`config.mk`:
```
export PLATFORM = sky130hd
export DESIGN_NAME = letter_rx
export DESIGN_NICKNAME = d
export VERILOG_FILES = /design/src/rtl/name_pkg.sv /design/src/rtl/rx_sync.sv /design/src/rtl/letter_rx.sv
export SDC_FILE = /design/constraint.sdc
export NUM_CORES = 1
export LEC_CHECK = 0
export CORE_UTILIZATION = 30
export DETAILED_ROUTE_END_ITERATION = 8
export DONT_BUFFER_PORTS = 1
export HOLD_SLACK_MARGIN = 0.08
export SLEW_MARGIN = 30
export SYNTH_ARGS = -nofsm -noshare
export SYNTH_HDL_FRONTEND = slang
export SYNTH_SLANG_ARGS = --single-unit
```
`constraint.sdc`:
```
create_clock -name clk -period 3.3 [get_ports clk]
set_input_delay 0.33 -clock clk [delete_from_list [all_inputs] [get_ports clk]]
set_output_delay 0.33 -clock clk [all_outputs]
set_load 0.02 [all_outputs]
```
`src/rtl/name_pkg.sv`:
```
// Shared types and constants for the name sequence detector and its serial front end.
package name_pkg;

  localparam int unsigned LETTER_W = 8;

  typedef logic [LETTER_W-1:0] letter_t;

  // Receiver FSM states.
  typedef enum logic [2:0] {
    IDLE,
    START,
    DATA,
    STOP,
    BREAK
  } rx_state_e;

  localparam letter_t ASCII_LC_A     = 8'h61;
  localparam letter_t ASCII_LC_Z     = 8'h7A;
  localparam letter_t ASCII_CASE_OFS = 8'h20;

  // Fold a-z onto A-Z when enabled; every other byte passes untouched.
  function automatic letter_t case_fold(input letter_t b, input logic upcase);
    if (upcase && (b >= ASCII_LC_A) && (b <= ASCII_LC_Z)) begin
      return letter_t'(b - ASCII_CASE_OFS);
    end
    return b;
  endfunction

endpackage

```
`src/rtl/rx_sync.sv`:
```
// Two-flop synchroniser for an asynchronous input.
//   clk   : sampling clock
//   rst_n : asynchronous active-low reset, flops load RST_VAL
//   d     : asynchronous input
//   q     : synchronised output, two cycles behind d
module rx_sync #(
  parameter logic RST_VAL = 1'b1
) (
  input  logic clk,
  input  logic rst_n,
  input  logic d,
  output logic q
);

  logic meta;

  // Metastability stage followed by the output stage.
  always_ff @(posedge clk or negedge rst_n) begin
    if (!rst_n) begin
      meta <= RST_VAL;
      q    <= RST_VAL;
    end else begin
      meta <= d;
      q    <= meta;
    end
  end

endmodule

```
`src/rtl/letter_rx.sv`:
```
// 8N1 serial receiver that turns a bit stream into ASCII letters for the
// name sequence detector, with optional lower-to-upper case folding.
//   clk          : single clock, rising edge
//   rst          : asynchronous active-low reset
//   rxd          : serial line, idle high, LSB first, asynchronous to clk
//   letter       : last correctly framed character, held until the next one
//   letter_valid : one-cycle pulse when letter takes a new value
//   frame_err    : one-cycle pulse when a stop bit is sampled low
module letter_rx
  import name_pkg::*;
#(
  parameter int unsigned CLKS_PER_BIT = 16,
  parameter logic        UPCASE       = 1'b1
) (
  input  logic       clk,
  input  logic       rst,
  input  logic       rxd,
  output logic [7:0] letter,
  output logic       letter_valid,
  output logic       frame_err
);

  localparam int unsigned CNT_W = $clog2(CLKS_PER_BIT);
  localparam int unsigned IDX_W = 3;

  // Counter values of the last cycle before each sample edge.
  localparam logic [CNT_W-1:0] HALF_LAST = CNT_W'(CLKS_PER_BIT / 2 - 1);
  localparam logic [CNT_W-1:0] BIT_LAST  = CNT_W'(CLKS_PER_BIT - 1);
  localparam logic [IDX_W-1:0] IDX_LAST  = IDX_W'(7);

  rx_state_e        state;
  rx_state_e        state_d;
  logic             rxd_s;
  logic [CNT_W-1:0] cnt;
  logic [IDX_W-1:0] idx;
  letter_t          shreg;
  logic             sample_c;
  logic             valid_c;
  logic             ferr_c;

  rx_sync #(
    .RST_VAL(1'b1)
  ) u_rx_sync (
    .clk  (clk),
    .rst_n(rst),
    .d    (rxd),
    .q    (rxd_s)
  );

  // Sample strobe: mid start bit, then one full bit period per data/stop bit.
  always_comb begin
    sample_c = 1'b0;
    case (state)
      START:      sample_c = (cnt == HALF_LAST);
      DATA, STOP: sample_c = (cnt == BIT_LAST);
      default:    sample_c = 1'b0;
    endcase
  end

  // State register.
  always_ff @(posedge clk or negedge rst) begin
    if (!rst) begin
      state <= IDLE;
    end else begin
      state <= state_d;
    end
  end

  // Next-state logic.
  always_comb begin
    state_d = state;
    case (state)
      IDLE:  if (!rxd_s) state_d = START;
      START: if (sample_c) state_d = rxd_s ? IDLE : DATA;
      DATA:  if (sample_c && (idx == IDX_LAST)) state_d = STOP;
      STOP:  if (sample_c) state_d = rxd_s ? IDLE : BREAK;
      BREAK: if (rxd_s) state_d = IDLE;
      default: state_d = IDLE;
    endcase
  end

  // Output decode; a stop-bit sample yields exactly one of valid or error.
  always_comb begin
    valid_c = 1'b0;
    ferr_c  = 1'b0;
    if ((state == STOP) && sample_c) begin
      valid_c = rxd_s;
      ferr_c  = !rxd_s;
    end
  end

  // Bit timing counter, bit index and shift register.
  always_ff @(posedge clk or negedge rst) begin
    if (!rst) begin
      cnt   <= '0;
      idx   <= '0;
      shreg <= '0;
    end else begin
      // Counter parks at zero while waiting so START begins counting from 0.
      if (sample_c || (state == IDLE) || (state == BREAK)) begin
        cnt <= '0;
      end else begin
        cnt <= cnt + CNT_W'(1);
      end

      if (state == IDLE) begin
        idx <= '0;
      end else if ((state == DATA) && sample_c) begin
        shreg[idx] <= rxd_s;
        idx        <= idx + IDX_W'(1);
      end
    end
  end

  // Registered outputs.
  always_ff @(posedge clk or negedge rst) begin
    if (!rst) begin
      letter       <= '0;
      letter_valid <= 1'b0;
      frame_err    <= 1'b0;
    end else begin
      letter_valid <= valid_c;
      frame_err    <= ferr_c;
      if (valid_c) begin
        letter <= case_fold(shreg, UPCASE);
      end
    end
  end

endmodule

```
# Yosys cells after proc, flatten, opt, wreduce, memory -nomap -nowiden
# Cells that the tools add are included.
# totals
elab_cells,63
ff_bits,30
rom_bits,0
latch_bits,0
inputBits,3
n_memories,0
out_inout_bits,10
ram_bits,0
# op_classes
n_lt_le_gt_ge,4
n_reduce_logical,13
n_mux,21
shifts,0
n_eq_ne,12
bitwise,1
mul,0
addsub,3
div_mod_pow,0
# ops
op,n
two-way mux 3 bit,8
two-way mux 8 bit,2
one-hot mux 3 bit (5 select lines),1
bitwise mux 8 bit,1
"greater-or-equal comparator 8 x 7 -> 1 bit, second input constant",1
"less-or-equal comparator 8 x 7 -> 1 bit, second input constant",1
"inequality test 2 bit, second input constant",4
"subtractor 8 x 6 -> 8 bit, second input constant",1
"equality test 3 x 2 -> 1 bit, second input constant",2
"equality test 3 bit, second input constant",2
logical AND 1 bit,5
two-way mux 1 bit,5
AND reduction 5 bit,1
"adder 4 x 1 -> 4 bit, second input constant",1
"equality test 4 x 3 -> 1 bit, second input constant",1
"equality test 4 bit, second input constant",1
"less-than comparator 3 x 4 -> 1 bit, second input constant",1
two-way mux 4 bit,1
"adder 3 x 1 -> 3 bit, second input constant",1
demux 1 bit (select 3 bit),1
"equality test 3 x 1 -> 1 bit, second input constant",1
"greater-or-equal comparator 3 x 1 -> 1 bit, second input constant",1
zero test 3 bit,1
logical OR 1 bit,2
8 further kinds,8

# Longest topological paths before layout
# logic_depth
depth_word,7
ltp_mapped,6
depth_no_buf,5

# Modules after synthesis
# A second synthesis with hierarchy kept.
# hier_totals
hier_cells,113
area_unflattened_um2,1380.1
# by_module_without_submodules
mod,seq_area_each_um2,cells_per_inst,area_each_um2,n_inst
letter_rx,700.7,111,1327.5,1
rx_sync,52.6,2,52.6,1

# Least setup slack after synthesis
# Ideal clock, no wire load.
# synth_timing
path_kind,register to register
startpoint,reg cnt[0]
endpoint,reg shreg[3]
path_stages_with_launch,7
slack_ns,1.575
required_time_ns,3.175
setup_ns,0.125
n_path_buf,1
synth_period_minus_slack_ns,1.725
arrival_time_ns,1.600
path_cell_list,dfrtp_1 ha_1 and4b_1 buf_4 and4b_1 nand3b_1 mux2_2
# synth_between
elab_chain_cells,4
word_cells_on_any_way,5
classes_between,eq/ne: 2; mux: 1; reduce/logical: 2
# synth_rtl
element,line_no,source
from (decl),letter_rx.sv:34,logic [CNT_W-1:0] cnt;
from (signal assigned),letter_rx.sv:103,cnt <= cnt + CNT_W'(1);
equality test 4 bit or equality test 4 x 3 -> 1 bit (tied branches),"letter_rx.sv:55, letter_rx.sv:54",
one-hot mux 1 bit (2 select lines) (*),letter_rx.sv:53,case (state)
logical AND 1 bit (*),letter_rx.sv:108,end else if ((state == DATA) && sample_c) begin
AND reduction 2 bit (no source line) (*),n/a,
"to (signal, indexed assignment)",letter_rx.sv:109,shreg[idx] <= rxd_s;
to (decl),letter_rx.sv:36,letter_t shreg;
# Every way passes the cells marked *; elsewhere a longest branch is shown, timed or not.
# A chain may end at the register's enable or synchronous reset.

# Worst setup path in the final report
# layout_timing
startpoint,reg cnt[0]
endpoint,reg letter[7]
# layout_between
elab_chain_cells,4
word_cells_on_any_way,5
classes_between,eq/ne: 2; mux: 2; reduce/logical: 1
# layout_rtl
element,line_no,source
equality test 4 bit or equality test 4 x 3 -> 1 bit (tied branches),"letter_rx.sv:55, letter_rx.sv:54",
one-hot mux 1 bit (2 select lines) (*),letter_rx.sv:53,
logical AND 1 bit (*),letter_rx.sv:86,if ((state == STOP) && sample_c) begin
two-way mux 1 bit (*),letter_rx.sv:86,
to (signal assigned),letter_rx.sv:125,"letter <= case_fold(shreg, UPCASE);"
to (decl),letter_rx.sv:18,"output logic [7:0] letter,"
# Marked as above.

==> results_dict.tcl <==
set metrics [dict create \
    outcome "complete, no violations" \
    latest_clock_arrival_within_the_worst_skew_pair_ns 0.28 \
    fmax_ghz 0.535 \
    length_in_cells_of_the_worst_reg_to_reg_path 5 \
    critical-path-max-stage-delay_ns 0.38 \
    layout.nets 126 \
    critical_path_class "reg -> reg" \
    initial_core_util 0.316 \
    top_level_ports 13 \
    synth_area_per_cell_sq_um 12.1 \
    synth_seq_cells 30 \
    final_core_util 0.354 \
    total_global_route_track_usage 0.118 \
    final_hold_viol_count 0 \
    crit_arrival_ns 2.04 \
    cts_buffers 5 \
    synth_area_leader_cell "sky130_fd_sc_hd__dfrtp_1" \
    setup_tns_ns 0 \
    holdCritPathClass "reg -> reg" \
    ant_nets 0 \
    report.final.setup_viol 0 \
    finalCritPeriodShare 0.567 \
    maximum_number_of_pins_on_one_net_before_global_route_repair 31 \
    preCtsSetupSlack_ns 1.42 \
    synth_common_cells "28 x sky130_fd_sc_hd__dfrtp_1, 12 x sky130_fd_sc_hd__mux2_2, 9 x sky130_fd_sc_hd__nor2_1, 7 x sky130_fd_sc_hd__nand2_1, 5 x sky130_fd_sc_hd__a22o_1" \
    dieArea_sq_um 4900 \
    critical_path.endpoint "letter[7]" \
    cap_viol_max_count 0 \
    rsz0062_at_grt "no" \
    crit-reg2reg-capture "letter[7]" \
    setup.worst_path.end_class "register" \
    seq_area_frac_synth 0.543 \
    cts_tree "done" \
    dpl.hpwl_microns 1700 \
    floorplan.rows 24 \
    fin_worst_skew_ns 0.00803 \
    critical_path.n_buffers_inverters 0 \
    horiz_die_dim_microns 70.0 \
    dieHeight_microns 70.0 \
    ys_async_sr_fraction 1.00 \
    timing.reg2reg.setup_slack_ns 1.43 \
    crit_path_cell_trace "ha_1 -> and4b_1 -> nand4_4 -> mux2_4 -> a31o_1" \
    grt_pass1_vias 899 \
    synth.lib_cells_used.distinct 35 \
    synthMostInstantiatedCell "sky130_fd_sc_hd__dfrtp_1" \
    proportion_of_layout_cells_with_a_drive_suffix_above_1 0.200 \
    crit_start "cnt[0]" \
    io_buffer_count 0 \
    finalWeightedCongestion 0.746 \
    total_leakage_power_nw 0.700 \
    finalWirelength_microns 2540 \
    route.vias.total 888 \
    rr_startpoint "cnt[0]" \
    antennaDiodeCount 0 \
    critical_path.top_delay_family "simple AND/OR/NAND/NOR gates" \
    critical_path_peak_fanout 10 \
    cts-htree-levels 2 \
    critical_path.startpoint_type "register" \
    layout-area-overhead-vs-synth_pct 12.1 \
    dr.first_iter.drc_count 29 \
    cts.clk_slew.worst_paths_ns 0.06 \
    antenna_found_initial 0 \
    crit_cells 5 \
    synth_top_area_share 0.505 \
    grt_pass1_wl_microns 4340 \
    post_synth_main_area_contributors "sky130_fd_sc_hd__dfrtp_1 51%, sky130_fd_sc_hd__mux2_2 9.7%, sky130_fd_sc_hd__dfstp_2 3.8%" \
    postSynthCellCount 115 \
    timing_worst_slew_pin_value_ns 0.447 \
    crit_slowest_cell "sky130_fd_sc_hd__and4b_1" \
    drt-wirelength-per-cell_microns 14.7 \
    final_max_slew_viol_count 0 \
    fin_worst_setup_slack_ns 1.43 \
    max_buffers_root_to_sink 2 \
    max_slew_margin 0.702 \
    dominantRegCellSynth "sky130_fd_sc_hd__dfrtp_1" \
    timing.final.crit_period_ns 1.87 \
    ys.warnings.count 0 \
    vias_per_cell 5.16 \
    mappedNetlistArea_sq_um 1390 \
    vdd.ir_drop.worst_v 0.000374 \
    drc 0 \
    drt_first_pass_iters 4 \
    power.density_cell_area_nw_per_um2 680 \
    synth_edf_count 0 \
    cts_root_buffer "sky130_fd_sc_hd__clkbuf_8" \
    net_count_after_synthesis 122 \
    design.core.area_sq_um 4380 \
    grt_overflow 0 \
    cts.sink_count 30 \
    required_ns 3.47 \
]
## per-layer routing
metal	vias up	global-route usage	share of wire
met5	-	0	0
met4	0	0.0533	0.015
li1	426	-	-
met1	441	0.143	0.47
met3	4	0.0620	0.045
met2	17	0.173	0.47
## power by group
| group | internal (mW) | switching (mW) | leakage (nW) |
|---|---|---|---|
| registers | 0.428 | 0.108 | 0.390 |
| logic | 0.123 | 0.100 | 0.264 |
| clock network | 0.170 | 0.128 | 0.0455 |
| total | 0.720 | 0.337 | 0.700 |
## area by class of cell
type,count,area (sq um)
inverter,4,15.0
clock buffer,8,90.1
timing repair buffer,3,40.0
sequential,30,753
tap,52,65.1
fill,443,2830
multi-input combinational,75,591
## worst min-delay path by stage
stage | from | endpoint | slack (ns) | cells past startpoint
floorplan | rst | cnt[0] | 0.03 | 0
detailed placement | rst | frame_err | 0.04 | 0
CTS | u_rx_sync.meta | u_rx_sync.q | 0.36 | 0
global placement | rst | frame_err | 0.04 | 0
finish | u_rx_sync.meta | u_rx_sync.q | 0.36 | 0
global route | u_rx_sync.meta | u_rx_sync.q | 0.36 | 0
## repair_timing
action | 4_1_cts | 5_1_grt
endpoints found under the hold margin | 31 | 0
setup buffers | 0 | 0
hold buffers | 3 | 0
resized for setup | 0 | 0
## metrics by stage
stage / hold slack (ns) / cell area, sq um / instances / power [mW]
2_1_floorplan: 0.0344 / 1390 / 115 / 0.710
3_3_place_gp: 0.0353 / 1420 / 161 / 0.737
3_5_place_dp: 0.0353 / 1420 / 161 / 0.756
4_1_cts: 0.355 / 1550 / 172 / 1.07
5_1_grt: 0.363 / 1550 / 172 / 1.13
6_report: 0.355 / 1550 / 172 / 1.06
## placed cells by master, fill, tap and decap left out
cell type | netlist | routed
sky130_fd_sc_hd__dfrtp_1 | 28 | 28
sky130_fd_sc_hd__mux2_2 | 12 | 12
sky130_fd_sc_hd__nor2_1 | 9 | 9
sky130_fd_sc_hd__nand2_1 | 7 | 7
sky130_fd_sc_hd__clkbuf_8 | 0 | 6
sky130_fd_sc_hd__a22o_1 | 5 | 5
sky130_fd_sc_hd__inv_1 | 4 | 4
sky130_fd_sc_hd__nand3_1 | 4 | 4
sky130_fd_sc_hd__ha_1 | 4 | 4
sky130_fd_sc_hd__a21oi_1 | 3 | 3
sky130_fd_sc_hd__mux2i_1 | 3 | 3
sky130_fd_sc_hd__and4b_1 | 2 | 2
sky130_fd_sc_hd__o21ai_0 | 2 | 2
sky130_fd_sc_hd__xnor2_1 | 2 | 2
sky130_fd_sc_hd__a211oi_1 | 2 | 2
sky130_fd_sc_hd__nor4_1 | 2 | 2
sky130_fd_sc_hd__nand3b_1 | 2 | 2
sky130_fd_sc_hd__nand4bb_1 | 2 | 2
sky130_fd_sc_hd__clkbuf_1 | 4 | 2
sky130_fd_sc_hd__dlygate4sd3_1 | 0 | 2
sky130_fd_sc_hd__dfstp_2 | 2 | 2
sky130_fd_sc_hd__o31a_1 | 1 | 1
sky130_fd_sc_hd__nor2b_1 | 1 | 1
sky130_fd_sc_hd__xor2_1 | 1 | 1
sky130_fd_sc_hd__nand4_4 | 1 | 1
sky130_fd_sc_hd__and3_1 | 1 | 1
sky130_fd_sc_hd__a311oi_1 | 1 | 1
sky130_fd_sc_hd__or2_2 | 1 | 1
sky130_fd_sc_hd__nand4_1 | 1 | 1
sky130_fd_sc_hd__or4_1 | 1 | 1
sky130_fd_sc_hd__o22ai_1 | 1 | 1
sky130_fd_sc_hd__mux2_4 | 1 | 1
sky130_fd_sc_hd__a31o_1 | 1 | 1
sky130_fd_sc_hd__a31oi_1 | 1 | 1
sky130_fd_sc_hd__o31ai_1 | 1 | 1
sky130_fd_sc_hd__buf_12 | 0 | 1
## sequential cells by signal, indices dropped and copies added (netlist names)
name	flops
letter	8
u_rx_sync.q	1
cnt	4
shreg	8
letter_valid	1
state	3
frame_err	1
u_rx_sync.meta	1
idx	3
## kinds of logic (layout without fill, tap and decap cells)
family,after synthesis,in the layout,synth area share
buffers and inverters,10,15,0.0307
flip-flops,30,30,0.543
XOR/XNOR,3,3,0.0190
adder cells (fa/ha/maj),4,4,0.0361
multiplexers,16,16,0.130
AND/OR/NAND/NOR,34,34,0.147
AO/OA/AOI/OAI,18,18,0.0939
## worst register-to-register path: stages, from the launching register on
cell,delay (ns)
sky130_fd_sc_hd__dfrtp_1,0.36
sky130_fd_sc_hd__ha_1,0.24
sky130_fd_sc_hd__and4b_1,0.38
sky130_fd_sc_hd__nand4_4,0.24
sky130_fd_sc_hd__mux2_4,0.36
sky130_fd_sc_hd__a31o_1,0.18
Power figures use the tool's default switching activity.
